File: src/rtl/cpu_defs.sv
// Shared definitions for the memory arbiter: requester IDs, FSM state encoding
// and request-length constants.
package cpu_defs;

  localparam logic [1:0] PORT_NONE = 2'd0;
  localparam logic [1:0] PORT_IF   = 2'd1;
  localparam logic [1:0] PORT_LS   = 2'd2;

  localparam logic [2:0] LEN_B = 3'd1;
  localparam logic [2:0] LEN_H = 3'd2;
  localparam logic [2:0] LEN_W = 3'd4;

  typedef enum logic [1:0] {
    ST_IDLE = 2'd0,
    ST_RD   = 2'd1,
    ST_WR   = 2'd2,
    ST_DONE = 2'd3
  } arb_state_e;

  function automatic logic [2:0] clamp_len(input logic [2:0] len, input int max_len);
    clamp_len = (int'(len) > max_len) ? 3'(max_len) : len;
  endfunction

endpackage

File: src/rtl/mem_arb_shifter.sv
// Byte-lane helper: inserts a RAM byte into the read assembly word and selects
// the outgoing byte of the store word, both indexed by the byte counter.
module mem_arb_shifter (
  input  logic [31:0] asm_i,
  input  logic [7:0]  byte_i,
  input  logic [1:0]  ins_lane_i,
  input  logic [31:0] wdata_i,
  input  logic [1:0]  sel_lane_i,
  output logic [31:0] asm_o,
  output logic [7:0]  byte_o
);

  logic [7:0] lanes [4];

  genvar gi;
  generate
    for (gi = 0; gi < 4; gi++) begin : g_lane
      assign asm_o[8*gi +: 8] = (ins_lane_i == 2'(gi)) ? byte_i : asm_i[8*gi +: 8];
      assign lanes[gi]        = wdata_i[8*gi +: 8];
    end
  endgenerate

  assign byte_o = lanes[sel_lane_i];

endmodule

File: src/rtl/mem_arbiter.sv
// Byte-wide RAM arbiter between instruction fetch and load/store; serialises
// 1/2/4-byte requests. Define MEM_ARB_RR_EN for round-robin instead of fixed LS priority.
module mem_arbiter
  import cpu_defs::*;
#(
  parameter int RD_LAT  = 1,
  parameter int MAX_LEN = int'(LEN_W)
) (
  input  logic        clk_in,
  input  logic        rst_in,
  input  logic        rdy_in,
  input  logic        if_re,
  input  logic [31:0] if_addr,
  input  logic [2:0]  if_len,
  output logic        if_busy,
  output logic        if_done,
  output logic [31:0] if_data,
  input  logic        ls_re,
  input  logic        ls_we,
  input  logic [31:0] ls_addr,
  input  logic [2:0]  ls_len,
  input  logic [31:0] ls_wdata,
  output logic        ls_busy,
  output logic        ls_done,
  output logic [31:0] ls_data,
  output logic [31:0] ram_a,
  output logic        ram_wr,
  output logic [7:0]  ram_dout,
  input  logic [7:0]  ram_din
);

  localparam logic [7:0] RD_LAT_C = 8'(RD_LAT);

  arb_state_e  state_q;
  logic [1:0]  owner_q;
  logic [31:0] addr_q;
  logic [2:0]  len_q;
  logic [31:0] wdata_q;
  logic [7:0]  cnt_q;
  logic [31:0] asm_q;
  logic [31:0] ram_a_q;
  logic        ram_wr_q;
  logic [7:0]  ram_dout_q;
  logic        if_busy_q, ls_busy_q;
  logic        if_done_q, ls_done_q;
  logic [31:0] if_data_q, ls_data_q;
  logic        hold_if_q, hold_ls_q;
`ifdef MEM_ARB_RR_EN
  logic        last_ls_q;
`endif

  logic        req_if, req_ls, pick_if, pick_ls, g_we;
  logic [31:0] g_addr;
  logic [2:0]  g_len;
  logic [7:0]  cnt_inc, cap_idx, len_w;
  logic [31:0] asm_ins;
  logic [7:0]  wr_byte;

  // A port whose done pulsed last cycle is masked so its stale level request is not re-served.
  always_comb begin
    req_if  = if_re & ~hold_if_q;
    req_ls  = (ls_re | ls_we) & ~hold_ls_q;
`ifdef MEM_ARB_RR_EN
    pick_ls = req_ls & (~req_if | ~last_ls_q);
`else
    pick_ls = req_ls;
`endif
    pick_if = req_if & ~pick_ls;
    g_we    = pick_ls & ls_we;
    g_addr  = pick_ls ? ls_addr : if_addr;
    g_len   = clamp_len(pick_ls ? ls_len : if_len, MAX_LEN);
  end

  assign cnt_inc = cnt_q + 8'd1;
  assign cap_idx = cnt_q - RD_LAT_C;
  assign len_w   = {5'd0, len_q};

  mem_arb_shifter u_shifter (
    .asm_i      (asm_q),
    .byte_i     (ram_din),
    .ins_lane_i (cap_idx[1:0]),
    .wdata_i    (wdata_q),
    .sel_lane_i (cnt_inc[1:0]),
    .asm_o      (asm_ins),
    .byte_o     (wr_byte)
  );

  always_ff @(posedge clk_in or posedge rst_in) begin
    if (rst_in) begin
      state_q    <= ST_IDLE;
      owner_q    <= PORT_NONE;
      addr_q     <= '0;
      len_q      <= '0;
      wdata_q    <= '0;
      cnt_q      <= '0;
      asm_q      <= '0;
      ram_a_q    <= '0;
      ram_wr_q   <= 1'b0;
      ram_dout_q <= '0;
      if_busy_q  <= 1'b0;
      ls_busy_q  <= 1'b0;
      if_done_q  <= 1'b0;
      ls_done_q  <= 1'b0;
      if_data_q  <= '0;
      ls_data_q  <= '0;
      hold_if_q  <= 1'b0;
      hold_ls_q  <= 1'b0;
`ifdef MEM_ARB_RR_EN
      last_ls_q  <= 1'b0;
`endif
    end else if (rdy_in) begin
      hold_if_q <= if_done_q;
      hold_ls_q <= ls_done_q;
      case (state_q)
        ST_IDLE: begin
          if (pick_if || pick_ls) begin
            owner_q   <= pick_ls ? PORT_LS : PORT_IF;
            addr_q    <= g_addr;
            len_q     <= g_len;
            wdata_q   <= ls_wdata;
            cnt_q     <= '0;
            asm_q     <= '0;
            if_busy_q <= pick_ls;
            ls_busy_q <= pick_if;
`ifdef MEM_ARB_RR_EN
            last_ls_q <= pick_ls;
`endif
            if (g_len == 3'd0) begin
              state_q <= ST_DONE;
              if (pick_ls) begin
                ls_done_q <= 1'b1;
                if (!g_we) ls_data_q <= '0;
              end else begin
                if_done_q <= 1'b1;
                if_data_q <= '0;
              end
            end else if (g_we) begin
              state_q    <= ST_WR;
              ram_wr_q   <= 1'b1;
              ram_a_q    <= g_addr;
              ram_dout_q <= ls_wdata[7:0];
            end else begin
              state_q <= ST_RD;
              ram_a_q <= g_addr;
            end
          end
        end

        // Address k is issued in RD cycle k; its byte is captured RD_LAT cycles later.
        ST_RD: begin
          cnt_q   <= cnt_inc;
          ram_a_q <= (cnt_inc < len_w) ? addr_q + {24'd0, cnt_inc} : 32'd0;
          if (cnt_q >= RD_LAT_C) begin
            asm_q <= asm_ins;
            if (cap_idx == len_w - 8'd1) begin
              state_q <= ST_DONE;
              if (owner_q == PORT_LS) begin
                ls_done_q <= 1'b1;
                ls_data_q <= asm_ins;
              end else begin
                if_done_q <= 1'b1;
                if_data_q <= asm_ins;
              end
            end
          end
        end

        ST_WR: begin
          if (cnt_inc < len_w) begin
            cnt_q      <= cnt_inc;
            ram_a_q    <= addr_q + {24'd0, cnt_inc};
            ram_dout_q <= wr_byte;
          end else begin
            state_q    <= ST_DONE;
            ram_wr_q   <= 1'b0;
            ram_a_q    <= '0;
            ram_dout_q <= '0;
            ls_done_q  <= 1'b1;
          end
        end

        ST_DONE: begin
          state_q   <= ST_IDLE;
          owner_q   <= PORT_NONE;
          if_done_q <= 1'b0;
          ls_done_q <= 1'b0;
          if_busy_q <= 1'b0;
          ls_busy_q <= 1'b0;
        end

        default: state_q <= ST_IDLE;
      endcase
    end
  end

  assign ram_a    = ram_a_q;
  assign ram_wr   = ram_wr_q & rdy_in;
  assign ram_dout = ram_dout_q;
  assign if_busy  = if_busy_q;
  assign ls_busy  = ls_busy_q;
  assign if_done  = if_done_q;
  assign ls_done  = ls_done_q;
  assign if_data  = if_data_q;
  assign ls_data  = ls_data_q;

endmodule

File: config.mk
export PLATFORM = sky130hd
export DESIGN_NAME = mem_arbiter
export DESIGN_NICKNAME = d
export VERILOG_FILES = /design/src/rtl/cpu_defs.sv /design/src/rtl/mem_arb_shifter.sv /design/src/rtl/mem_arbiter.sv
export SDC_FILE = /design/constraint.sdc
export NUM_CORES = 1
export LEC_CHECK = 0
export CORE_MARGIN = 2
export CORE_UTILIZATION = 37
export DETAILED_ROUTE_END_ITERATION = 8
export HOLD_SLACK_MARGIN = 0.03
export PLACE_DENSITY = 0.68
export SYNTH_ARGS = -nofsm -noshare
export SYNTH_HDL_FRONTEND = slang
export SYNTH_SLANG_ARGS = --single-unit
File: constraint.sdc
create_clock -name clk_in -period 15.3 [get_ports clk_in]
set_input_delay 3.06 -clock clk_in [delete_from_list [all_inputs] [get_ports clk_in]]
set_output_delay 3.06 -clock clk_in [all_outputs]
set_load 0.05 [all_outputs]
==> metrics.md, run 1 <==
| Metric | Value |
|---|---|
| Outcome | `finished, final reports clean` |
| Internal power | `1.756 mW` |
| Post-Route WL | `29,040 um` |
| # fillers | `2,788` |
| Layout cells sized above 1 | `13.00%` |
| Gate Count Post-Synth | `1,103` |
| Clock power frac | `17.8%` |
| CORE AREA | `29,640 sq um` |
| Synthesis warning total | `0` |
| Post-Place Setup Slack | `7508 ps` |
| Asr flop ratio synth | `100.0%` |
| Most frequent cells in the layout | `224 x clkdlybuf4s50_1, 221 x dfrtp_1, 174 x nand2_1` |
| Drt first pass iters | `5` |
| Vias | `8,907` |
| CP startpoint kind | `primary input` |
| Post-CTS Hold Buffers | `0` |
| Layout Area Growth over Synthesis | `29.92%` |
| Cells on worst reg2reg path | `11` |
| CTS Buffer Depth | `3` |
| # setup viols final | `0` |
| Pin count of the biggest net entering global routing | `109` |
| Cell count of the worst hold path | `2` |
| DRC Markers | `0` |
| Reg clk slew, reported paths | `60 ps` |
| Library cells used by synthesis | `56` |
| # IOs | `225` |
| Clock Latency Late Sink | `520 ps` |
| Worst min path class | `reg -> reg` |
| Antenna diodes | `0` |
| CTS root buf | `clkbuf_16` |
| Prevailing post-synth register cell | `dfrtp_1` |
| Post-DRT Antenna Nets | `0` |
| CP arrival | `4730 ps` |
| 1st-iter DRT viols | `568` |
| Slew HR | `32.82%` |
| First-pass GRT wire length | `46,930 um` |
| Worst path required time | `12,240 ps` |
| Detailed placement HPWL | `20,100 um` |
| CTS resizes | `0` |
| Final Cell Area | `14,490 sq um` |
| Final hold violation count | `0` |
| Slew @ Worst Pin | `1007 ps` |
| Largest vdd supply drop | `0.0001056 V` |
| Initial antenna violation count | `0` |
| Switch share | `45.01%` |
| Row count | `63` |
| Port bufs | `224` |
| Worst Setup Path Type | `in -> out` |
| Skew final | `8.938 ps` |
| Die H | `177.6 um` |
| Initial core utilization | `37.64%` |
| Max-cap violations | `0` |
| Total die area | `31,550 sq um` |
| Setup TNS | `0 ps` |
| CTS Buf Count | `25` |
| Pins Over Slew Limit | `0` |
| Total gr overflow | `0` |
| CTS tree | `built` |
| Gate power share | `51.2%` |
| Clk sink count | `221` |
| Via density per instance | `5.224` |
| Flops & latches, synth | `221` |
| Commonest non-fill, non-tap cell in the layout | `clkdlybuf4s50_1` |
| Vias in the first global route | `8,804` |
| Post-Syn Nets | `1,247` |
| Post-Syn Area | `11,150 sq um` |
| Final nets | `1,441` |
| GPL Wtd Cong | `0.8422` |
| Routed len/inst | `17.03 um` |
| H-Tree Depth | `1` |
| Psw | `1.437 mW` |
| Setup slack after layout | `7513 ps` |
| Pwr per Cell Area | `220.4 nW/um^2` |
| DP Area | `13,700 sq um` |
| Crit Path Max Fanout | `10` |
| Worst Setup End Kind | `output port` |
| Fmax | `128.4 MHz` |
| Avg Inst Size Synth | `10.11 sq um` |
| GRT Util Overall | `18.50%` |
| Sequential element share of the synthesized area | `49.58%` |
| Leakage | `6.217 nW` |
| Share of power burned in registers | `31.0%` |
| Post-layout min period | `7787 ps` |
| Post-CTS setup buffers | `0` |
| EDFF count, synth | `0` |
| Horiz. Die Dim | `177.6 um` |
| RSZ-0062 raised after global routing | `no` |
| Final cycle utilization of the critical path | `50.89%` |
[per-layer routing]
layer / wire length [um] / global-route usage, %
met1: 13180 / 25.63
met2: 13470 / 29.93
met3: 1647 / 3.063
met4: 747 / 5.157
met5: 0 / 0
[state kept, by name, summed over array words and instances (netlist names), 8 cells and up]
name,flops
cnt_q,8
addr_q,32
if_data,32
wdata_q,32
asm_q,32
ram_dout,8
ram_a,32
ls_data,32
[cell type report]
| type | count | area (sq um) | area share, % |
|---|---|---|---|
| inverters | 30 | 120.1 | 0.8289 |
| multi-input cells | 783 | 5233 | 36.11 |
| well taps | 390 | 488.0 | 3.367 |
| repair buffers | 236 | 2332 | 16.09 |
| clock buffers | 35 | 723.2 | 4.991 |
| flip-flops and latches | 221 | 5530 | 38.16 |
| clock inverters | 10 | 65.06 | 0.4490 |
[cell usage after synthesis, types with 4 or more instances]
master,n,share of area [%]
dfrtp_1,221,50
nand2_1,174,5.9
o21ai_0,91,4.1
mux2_2,68,6.9
nor2_1,61,2.1
clkbuf_1,59,2.0
a21oi_1,53,2.4
mux2i_1,37,3.3
o21ai_1,33,1.5
inv_1,30,1.0
o21ai_2,30,2.4
xor2_1,30,2.4
ha_1,27,3.0
nand3_1,23,1.0
o221ai_1,17,1.3
o21a_1,13,0.87
xnor2_1,13,1.0
nor3_1,10,0.45
a31oi_1,9,0.50
and3_1,8,0.45
mux4_2,8,1.6
nor2b_1,8,0.45
a22oi_1,7,0.47
buf_6,6,0.61
nand4_1,6,0.34
and4_1,5,0.39
nand3b_1,5,0.34
a21o_1,4,0.27
[cells by family (layout without fill, tap and decap cells)]
| logic type | after synthesis | after routing | share of synthesized area, % |
|---|---|---|---|
| AND/OR/NAND/NOR | 319 | 319 | 12.57 |
| AO/OA/AOI/OAI | 280 | 280 | 15.70 |
| flip-flops | 221 | 221 | 49.58 |
| multiplexers | 113 | 113 | 11.80 |
| buffers and inverters | 99 | 311 | 3.758 |
| XOR/XNOR | 43 | 43 | 3.376 |
| adder cells (fa/ha/maj) | 28 | 28 | 3.208 |
[critical path, cell delays in order]
cell,delay [ps]
clkdlybuf4s50_1,680
and2_1,180
clkdlybuf4s50_1,800
[power groups by stage]
| stage | registers, mW | logic, mW | clock network, mW |
|---|---|---|---|
| floorplan | 1.32 | 0.836 | 0 |
| global placement | 0.988 | 1.62 | 0 |
| detailed placement | 0.997 | 1.64 | 0 |
| CTS | 0.990 | 1.65 | 0.585 |
| global route | 1.02 | 1.77 | 0.613 |
| finish | 0.990 | 1.63 | 0.569 |
[path summary, 6_finish.rpt]
kind	start	end	slack, ps
min in group asynchronous	rst_in	if_data[4]$_DFFE_PP0P_	3070
worst min-delay path	asm_q[7]$_DFFE_PP0P_	asm_q[7]$_DFFE_PP0P_	470
max in group asynchronous	rst_in	ram_a[12]$_DFFE_PP0P_	10940
worst max register to register	cnt_q[0]$_DFFE_PP0P_	ram_a[26]$_DFFE_PP0P_	10570
worst max-delay path	rdy_in	ram_wr	7510
worst min register to register	asm_q[7]$_DFFE_PP0P_	asm_q[7]$_DFFE_PP0P_	470
[through the flow]
step	hold WS [ps]	power (mW)	utilization, %	instances
4_1_cts	480.3	3.224	48.89	1705
3_5_place_dp	466.9	2.636	46.23	1660
5_1_grt	496.7	3.405	48.89	1705
6_report	471.8	3.194	48.89	1705
2_1_floorplan	446.0	2.152	-	1103
3_3_place_gp	458.5	2.603	46.23	1660
(Power assumes the default switching activity.)
==> run 2, diff against run 1 <==
Settings changed: PLACE_DENSITY 0.68 to 0.7.
Clock period 15.3 ns to 7.1 ns, I/O delays scaled along.
==> run 2 against run 1 <==
Effect of this change: utilization is 0.093 points lower; setup slack worse by 4900 ps; die area stayed put; worst hold slack better by 1.7 ps; sequential power is 120% higher; via count hardly changed; count of clock-buffer cells in the layout is 1 lower; critical path depth stayed put; final area is 0.19% lower; largest cell class unchanged; highest routed layer unchanged.
==> metrics.md, run 2 (synthesis gave the netlist of run 1 again) <==
| Metric | Value |
|---|---|
| Initial core utilization | `37.64%` |
| Tot Pwr | `6.869 mW` |
| 1st-iter DRT viols | `579` |
| Horiz. Die Dim | `177.6 um` |
| CTS tree | `built` |
| Largest vdd supply drop | `0.0002852 V` |
| Internal power | `3.765 mW` |
| CTS Buffer Depth | `3` |
| Post-Route WL | `29,360 um` |
| Share of power burned in registers | `31.3%` |
| Initial antenna violation count | `0` |
| Pin count of the biggest net entering global routing | `176` |
| Vias in the first global route | `8,852` |
| CP startpoint kind | `primary input` |
| Port bufs | `224` |
| Psw | `3.104 mW` |
| Finished Layout Cells | `1,701` |
| Worst Setup Path Type | `in -> out` |
| Gate power share | `51.3%` |
| Skew final | `17.98 ps` |
| Outcome | `finished, final reports clean` |
| RSZ-0062 raised after global routing | `no` |
| Antenna diodes | `0` |
| Cells on worst reg2reg path | `11` |
| CTS root buf | `clkbuf_16` |
| Max-cap violations | `0` |
| Worst path required time | `5680 ps` |
| # IOs | `225` |
| Setup slack, reg-to-reg | `2750 ps` |
| Switch share | `45.19%` |
| Post-CTS Hold Buffers | `0` |
| Total die area | `31,550 sq um` |
| CP arrival | `3110 ps` |
| First-pass GRT wire length | `47,110 um` |
| Clock Latency Late Sink | `520 ps` |
| Commonest non-fill, non-tap cell in the layout | `clkdlybuf4s50_1` |
| # setup viols final | `0` |
| Post-CTS setup buffers | `0` |
| Pins Over Slew Limit | `0` |
| Routed len/inst | `17.26 um` |
| H-Tree Depth | `1` |
| Worst min path class | `reg -> reg` |
| Setup slack after layout | `2574 ps` |
| Crit path to | `ram_wr` |
| # fillers | `2,792` |
| GRT Util Overall | `18.48%` |
| Slew HR | `35.80%` |
| Leakage | `6.190 nW` |
| Via density per instance | `5.233` |
| Detailed placement HPWL | `20,460 um` |
| Crit Path Max Fanout | `10` |
| Clock power frac | `17.4%` |
| HP Start | `if_data[25]$_DFFE_PP0P_` |
| Post-DRT Antenna Nets | `0` |
| Total gr overflow | `0` |
| Most frequent cells in the layout | `224 x clkdlybuf4s50_1, 221 x dfrtp_1, 174 x nand2_1` |
| Die H | `177.6 um` |
| Setup TNS | `0 ps` |
| DRC Markers | `0` |
| Post-Place Setup Slack | `2551 ps` |
| Post-layout min period | `4526 ps` |
| Pwr per Cell Area | `474.9 nW/um^2` |
| Layout Area Growth over Synthesis | `29.67%` |
| Vias | `8,901` |
| CTS resizes | `0` |
| Reg clk slew, reported paths | `60 ps` |
| Origin of the critical flop-to-flop path | `cnt_q[0]$_DFFE_PP0P_` |
| Hold Slack | `473.6 ps` |
| Drt first pass iters | `5` |
| Clk sink count | `221` |
| Fmax | `221.0 MHz` |
| # placed instances | `1,660` |
| GPL Wtd Cong | `0.8432` |
| CORE AREA | `29,640 sq um` |
| Final nets | `1,440` |
| Worst Setup End Kind | `output port` |
| Beginning of the critical path | `rdy_in` |
| Final hold violation count | `0` |
| RR Endpoint | `ram_a[26]$_DFFE_PP0P_` |
| Layout cells sized above 1 | `12.74%` |
| Final cycle utilization of the critical path | `63.75%` |
| Row count | `63` |
| Slew @ Worst Pin | `963.0 ps` |
| CTS Buf Count | `24` |
run 2: changes by cell type in the layout (fill, tap and decap cells not counted), sizes merged:
cell,before,now
inv,32,29
clkinv,6,4
clkinvlp,2,4
clkbuf,35,34
run 2: worst max-delay path, cell delays in order:
cell and delay [ps]:
clkdlybuf4s50_1 700, and2_1 190, clkdlybuf4s50_1 800
run 2: cell type report:
class                      count  area, sq um  area share (%)
inverter                      30        116.4          0.8045
multi-input combinational    783         5233           36.18
sequential                   221         5530           38.24
tap                          390        488.0           3.374
clock buffer                  34        709.4           4.905
clock inverter                 7        42.54          0.2941
timing repair buffer         236         2345           16.21
run 2: metrics by stage:
step                util (%)  cell area (sq um)
finish                 48.80              14460
global route           48.80              14460
CTS                    48.80              14460
detailed placement     46.26              13710
global placement       46.26              13710
floorplan                  -              11160
run 2: layer usage:
| metal | wire length (um) | vias to the layer above | track usage, % |
|---|---|---|---|
| met3 | 1846 | 47 | 3.192 |
| met4 | 606 | 0 | 4.611 |
| met1 | 13220 | 4314 | 25.50 |
| li1 | - | 4255 | - |
| met2 | 13690 | 285 | 30.17 |
| met5 | 0 | - | 0 |
run 2: worst min-delay path by stage:
stage                                         end  slack, ps  cells past startpoint
after floorplan              asm_q[0]$_DFFE_PP0P_        450                      2
after global placement      asm_q[31]$_DFFE_PP0P_        460                      2
after CTS                 if_data[23]$_DFFE_PP0P_        480                      2
final                     if_data[25]$_DFFE_PP0P_        470                      2
after detailed placement  if_data[23]$_DFFE_PP0P_        470                      2
after global routing      if_data[23]$_DFFE_PP0P_        490                      2
run 2: power by group through the flow:
stage | clock [mW] | combinational, mW | sequential [mW]
after detailed placement | 0 | 3.53 | 2.16
after floorplan | 0 | 1.80 | 2.84
final | 1.20 | 3.52 | 2.15
after global routing | 1.28 | 3.83 | 2.21
after global placement | 0 | 3.46 | 2.15
after CTS | 1.23 | 3.55 | 2.15
==> run 3, diff against run 2 <==
Clock period 7.1 ns to 3.7 ns, I/O delays scaled along.
==> run 3 against run 2 <==
Effect of this change: die area unchanged; critical path depth up 9; largest power group unchanged; count of clock-buffer cells in the layout fell by 2; highest routed layer unchanged.
==> metrics.md, run 3 (synthesis gave the netlist of run 1 again) <==
| Metric | Value |
|---|---|
| Pwr per Cell Area | `919.9 nW/um^2` |
| Skew final | `10.07 ps` |
| Clk sink count | `221` |
| Final cycle utilization of the critical path | `89.63%` |
| Port bufs | `224` |
| Pins Over Slew Limit | `0` |
| First-pass GRT wire length | `47,070 um` |
| Detailed placement HPWL | `21,240 um` |
| Psw | `5.990 mW` |
| Worst min path class | `reg -> reg` |
| GRT Util Overall | `18.54%` |
| Clock power frac | `19.1%` |
| Most frequent cells in the layout | `223 x clkdlybuf4s50_1, 221 x dfrtp_1, 174 x nand2_1` |
| Internal power | `7.628 mW` |
| Total die area | `31,550 sq um` |
| # IOs | `225` |
| Layout Area Growth over Synthesis | `32.72%` |
| Multi-input logic area | `5233 sq um` |
| Setup slack after layout | `383.5 ps` |
| Slew @ Worst Pin | `858.6 ps` |
| 1st-iter DRT viols | `569` |
| Via density per instance | `5.211` |
| Worst Setup End Kind | `flip-flop` |
| Post-layout min period | `3316 ps` |
| GR Util met1 | `24.99%` |
| Commonest non-fill, non-tap cell in the layout | `clkdlybuf4s50_1` |
| CORE AREA | `29,640 sq um` |
| Crit Path Max Fanout | `9` |
| Worst Setup Path Type | `reg -> reg` |
| Post-CTS Hold Buffers | `0` |
| DRC Markers | `0` |
| Post-CTS setup buffers | `0` |
| Routed len/inst | `16.97 um` |
| GPL Wtd Cong | `0.9002` |
| Setup TNS | `0 ps` |
| Post-DRT Antenna Nets | `0` |
| Clock Latency Late Sink | `510 ps` |
| RSZ-0062 raised after global routing | `no` |
| Antenna diodes | `0` |
| Gate power share | `50.8%` |
| Largest vdd supply drop | `0.0005395 V` |
| # placed instances | `1,679` |
| Pin count of the biggest net entering global routing | `102` |
| Initial antenna violation count | `0` |
| CTS resizes | `0` |
| Drt first pass iters | `5` |
| Switch share | `43.99%` |
| Share of power burned in registers | `30.1%` |
| Worst path required time | `4120 ps` |
| Setup slack, reg-to-reg | `380 ps` |
| Vias | `8,978` |
| CTS tree | `built` |
| CTS root buf | `clkbuf_16` |
| Outcome | `finished, final reports clean` |
| Initial core utilization | `37.64%` |
| Slew HR | `42.64%` |
| Fmax | `301.5 MHz` |
| # fillers | `2,700` |
| Layout cells sized above 1 | `14.40%` |
| Leakage | `6.370 nW` |
| CTS Buf Count | `25` |
| Final hold violation count | `0` |
| Final nets | `1,460` |
| Total gr overflow | `0` |
| Busiest grt layer | `met2` |
| Reg clk slew, reported paths | `60 ps` |
| Met3 Use GR | `2.785%` |
| H-Tree Depth | `1` |
| CP startpoint kind | `flip-flop` |
| Storage cell area | `5530 sq um` |
| CTS Buffer Depth | `3` |
| Die H | `177.6 um` |
| Post-Place Setup Slack | `446.9 ps` |
| Row count | `63` |
| Vias in the first global route | `8,851` |
| CP arrival | `3730 ps` |
| Met2 usage | `31.62%` |
| Post-Route WL | `29,240 um` |
| Max-cap violations | `0` |
| Finished Layout Cells | `1,723` |
| Final core utilization | `49.95%` |
| # setup viols final | `0` |
| Horiz. Die Dim | `177.6 um` |
==> run 3: cell types whose count changed in the layout (fill, tap and decap cells not counted), sizes merged <==
cell           change
clkbuf             -2
bufinv             +4
inv                +1
buf               +20
clkdlybuf4s50      -1
==> run 3: power by group through the flow <==
stage                     logic, mW  registers (mW)  clock network [mW]
after detailed placement       6.94            4.11                   0
after global placement         6.82            4.09                   0
after CTS                      6.97            4.09                2.65
after global routing           7.51            4.22                2.76
final                          6.92            4.10                2.60
after floorplan                3.46            5.44                   0
==> run 3: path summary, 6_finish.rpt <==
| path | end | startpoint | cells past startpoint |
|---|---|---|---|
| max | ram_a[31]$_DFFE_PP0P_ | cnt_q[1]$_DFFE_PP0P_ | 12 |
| min | asm_q[6]$_DFFE_PP0P_ | asm_q[6]$_DFFE_PP0P_ | 2 |
| max reg2reg | ram_a[31]$_DFFE_PP0P_ | cnt_q[1]$_DFFE_PP0P_ | 12 |
| min reg2reg | asm_q[6]$_DFFE_PP0P_ | asm_q[6]$_DFFE_PP0P_ | 2 |
| max in group asynchronous | wdata_q[8]$_DFFE_PP0P_ | rst_in | 3 |
| min in group asynchronous | ls_data[1]$_DFFE_PP0P_ | rst_in | 2 |
==> run 3: through the flow <==
stage               total power [mW]  cell area [sq um]  hold slack [ps]
finish                         13.62              14800            475.7
global route                   14.49              14800            500.8
CTS                            13.71              14800            481.0
detailed placement             11.06              13930            466.9
global placement               10.92              13930            458.9
floorplan                      8.901              11160            446.0
==> run 3: layout make-up <==
cell class	count	area share, %
inverter	30	0.7860
clock buffer	32	4.741
timing repair buffer	255	17.29
tap	390	3.296
clock inverter	12	1.183
multi-input combinational	783	35.34
sequential	221	37.36
==> run 3: critical path, cell delays in order, from the launching register on <==
cell     delay, ps
dfrtp_1        490
ha_1           320
nand3_1        150
nor2_1         160
xor2_1         100
ha_1           390
nand3_1        130
or2_2          290
o22ai_1        390
and4_1         360
nand4_1        130
xor2_1         160
o21ai_0        150
==> run 3: metal layers <==
layer | vias up | part of all wire, %
met3 | 44 | 6.0
met2 | 292 | 49
met1 | 4343 | 44
li1 | 4299 | -
met5 | - | 0
met4 | 0 | 1.8
